## src/rtl/moore_seq_det.sv

```systemverilog
// Moore FSM that scans a serial bit stream for the pattern 0-1-1-0.
// Overlapping matches are recognised: the trailing "0" or "01" of a match
// is reused as the prefix of the next one. data_out is a pure decode of
// the state register, so data_in never reaches it combinationally.
module moore_seq_det (
  input  logic clk,
  input  logic rst,
  input  logic data_in,
  output logic data_out
);

  // State encoding: each code names the longest useful prefix seen so far.
  localparam logic [2:0] S0 = 3'd0;  // no useful prefix
  localparam logic [2:0] S1 = 3'd1;  // "0"
  localparam logic [2:0] S2 = 3'd2;  // "01"
  localparam logic [2:0] S3 = 3'd3;  // "011"
  localparam logic [2:0] S4 = 3'd4;  // "0110" -> match

  logic [2:0] state_q;
  logic [2:0] state_d;

  // Next-state logic; codes 5..7 are unreachable and recover to S0.
  always_comb begin
    state_d = S0;
    case (state_q)
      S0:      state_d = data_in ? S0 : S1;
      S1:      state_d = data_in ? S2 : S1;
      S2:      state_d = data_in ? S3 : S1;
      S3:      state_d = data_in ? S0 : S4;
      // After a match, the final 0 starts a new prefix: "0" or "01".
      S4:      state_d = data_in ? S2 : S1;
      default: state_d = S0;
    endcase
  end

  // State register with synchronous reset taking priority over every transition.
  always_ff @(posedge clk) begin
    if (rst) state_q <= S0;
    else     state_q <= state_d;
  end

  // Moore output: high only while sitting in the match state.
  always_comb begin
    data_out = (state_q == S4);
  end

endmodule

```

## config.mk

```make
export PLATFORM = sky130hd
export DESIGN_NAME = moore_seq_det
export DESIGN_NICKNAME = d
export VERILOG_FILES = /design/src/rtl/moore_seq_det.sv
export SDC_FILE = /design/constraint.sdc
export NUM_CORES = 1
export LEC_CHECK = 0
export CAP_MARGIN = 30
export CORE_AREA = 2 2 39 41
export DETAILED_ROUTE_END_ITERATION = 10
export DIE_AREA = 0 0 41 43
export GPL_TIMING_DRIVEN = 0
export SYNTH_ARGS = -nofsm -noshare
export SYNTH_HDL_FRONTEND = slang
export SYNTH_SLANG_ARGS = --single-unit
```

## constraint.sdc

```tcl
create_clock -name clk -period 1.78 [get_ports clk]
set_input_delay 0.356 -clock clk [delete_from_list [all_inputs] [get_ports clk]]
set_output_delay 0.356 -clock clk [all_outputs]
set_load 0.05 [all_outputs]
```

==> out/qor.yml <==
synth:
  synth_ff_type: "dfxtp_1"
  async_flop_share_pct: 0
  synth_top_area_share_pct: 43.64
  syn_nets: 16
  yosysWarnings: 0
  synth.top_cells.by_count: "3 x dfxtp_1, 2 x nor3b_1"
  seq_area_frac_synth_pct: 43.64
  synth_area_leaders: "dfxtp_1 44%, nor3b_1 11%, a32o_1 7.3%"
  ys_ff_latch: 3
  synth_edf_count: 0
  synthesis.area_sq_um: 137.6
  yosys.area.top_type: "dfxtp_1"
  synth_cell_types: 10
  yosysMostFrequentCell: "dfxtp_1"
  synthCells: 13
  synth.avg_cell_area_sq_um: 10.59
clock_network:
  cts.clk_slew.worst_paths_ns: 0.04
  clock-sinks: 3
  ctsHoldBuffers: 0
  worst_skew_pair.late_latency_ns: 0.24
  cts_setup_buffers: 0
  h-tree-depth: 1
  cts_root_buf: "clkbuf_4"
  cts_tree: "yes"
  cts_resized: 1
  cts_buffer_depth: 2
  cts-buffers-inserted: 3
worst_setup_path:
  rr_startpoint: "state_q[1]$_SDFF_PP0_"
  rrSetupSlack_ns: 0.79
  reg2reg_to: "state_q[0]$_SDFF_PP0_"
  critical_path_class: "reg -> out"
  worstPathCellList: "nor3b_2 > clkbuf_2"
  worstSetupStartpointType: "flip-flop"
  cp_slowest_cell: "dfxtp_1"
  cp_data_arrival_time_ns: 1.14
  r2r_cells: 2
  critPathMaxFanout: 5
  critPathMaxStageDelay_ns: 0.38
  timing.critical_path.required_ns: 1.42
  crit_path_end_kind: "output port"
grt:
  antenna_found_initial: 0
  grt_pass1_wl_um: 441
  grt_max_degree: 6
  track_usage_pct: 4.409
  grt_overflow: 0
  grt_pass1_vias: 131
placed_design:
  gp_congestion: 0.5615
  io_buffers: 3
drt:
  via_count: 124
  post_drt_wl_per_cell_um: 8.056
  drtIter0Drc: 3
  ant_nets: 0
  drc: 0
  wl_um: 290
  drt-pass1-iter-count: 2
  viasPerCell: 3.444
die:
  rows: 14
  core-area_sq_um: 1384
  initial_core_util_pct: 9.946
  io_pins: 4
  die_x_um: 41
  die_area_sq_um: 1763
  die_h_um: 43
power_and_ir_drop:
  power_leakage_nw: 0.09067
  powerDensity_nw_per_um2: 987.9
  vdd.ir_drop.worst_v: 0.0002505
sta:
  slew_headroom_pct: 81.70
  fin_crit_ns: 1.498
  fin_tns_setup_ns: 0
  hold-worst-slack_ns: 0.5874
  hold_viol: 0
  setup_viol: 0
  fin_crit_sh_pct: 84.15
  worst_slew_pin_slew_ns: 0.2756
  max_clock_freq_mhz: 667.6
  drv_slew: 0
  rsz0062_at_grt: "false"
  timing.clock.skew_ns: 0.001725
layout:
  n_antenna_cell: 0
  registers.top_by_ff_count: "state_q"
  layout-drive-gt1-share_pct: 30.00
  layout.nets: 24
  reg.largest.list: "state_q x3"
  largest_reg_flops: 3
  syn_to_final_growth_pct: 55.45
worst_hold_path:
  holdCritPathClass: "reg -> reg"
  min_path_cells: 1
  worstHoldEndpoint: "state_q[2]$_SDFF_PP0_"
  min_from: "state_q[1]$_SDFF_PP0_"
outcome:
  status: "complete, no violations"
job:
  drv_cap: 0
-- per-layer routing --
metal	vias up	GRT usage (%)	wire, um
met3	0	4.712	31
met2	4	5.625	127
met5	-	0	0
met1	57	3.514	130
li1	63	-	-
met4	0	4.000	0
-- cells in the final DEF (no fill, tap or decap) --
| master | count |
|---|---|
| a211o_1 | 1 |
| a21oi_2 | 1 |
| clkdlybuf4s50_1 | 2 |
| clkbuf_4 | 3 |
| xor2_1 | 1 |
| and4b_1 | 1 |
| clkbuf_2 | 1 |
| clkbuf_1 | 1 |
| dfxtp_1 | 3 |
| nor2_1 | 1 |
| or3b_1 | 1 |
| a32o_1 | 1 |
| inv_1 | 1 |
| nor3b_1 | 1 |
| nor3b_2 | 1 |
-- power breakdown --
part / internal, W / total (W) / switching (W)
Sequential: 0.0000704 / 0.0000742 / 0.00000381
Clock: 0.0000842 / 0.000122 / 0.0000378
Combinational: 0.00000928 / 0.0000152 / 0.00000593
Total: 0.000164 / 0.000211 / 0.0000475
-- stage by stage --
stage	std cells	instance area (sq um)	setup slack, ns	util, %	total power (W)
3_3_place_gp	32	192.7	0.02788	13.92	0.00009040
2_1_floorplan	13	142.6	0.3793	-	0.00008262
3_5_place_dp	32	192.7	0.003435	13.92	0.00009066
6_report	36	214.0	0.2821	15.46	0.0002114
4_1_cts	36	217.7	0.02683	15.73	0.0002193
5_1_grt	36	214.0	0.1930	15.46	0.0002321
-- worst max-delay path: cells and delay by family (launching register included) --
family	cells	cell delay, ns
DFF	1	0.38
and+or+nand+nor	1	0.22
buffers and inverters	1	0.31
-- worst max path at each step --
stage / startpoint / to / slack [ns] / cells after the start
floorplan: state_q[2]$_SDFF_PP0_ / data_out / 0.38 / 1
global placement: state_q[2]$_SDFF_PP0_ / data_out / 0.03 / 2
detailed placement: state_q[2]$_SDFF_PP0_ / data_out / 0.003 / 2
CTS: state_q[2]$_SDFF_PP0_ / data_out / 0.03 / 2
global route: state_q[2]$_SDFF_PP0_ / data_out / 0.19 / 2
finish: state_q[2]$_SDFF_PP0_ / data_out / 0.28 / 2
-- layout make-up --
class                   count  area (sq um)
clock buffers               4         26.28
inverters                   1         3.754
flip-flops and latches      3         60.06
repair buffers              3         25.02
multi-input cells           9         78.83
well taps                  16         20.02
fillers                   165          1170
-- logic make-up (layout without fill, tap and decap cells) --
family / after synthesis / after routing / synth area share, %
flops: 3 / 3 / 43.64
xor+xnor: 1 / 1 / 6.365
simple gates: 5 / 5 / 27.27
buf+inv: 1 / 8 / 2.725
compound gates: 3 / 3 / 20.00
Note: power is estimated with default switching activity, not from simulation.
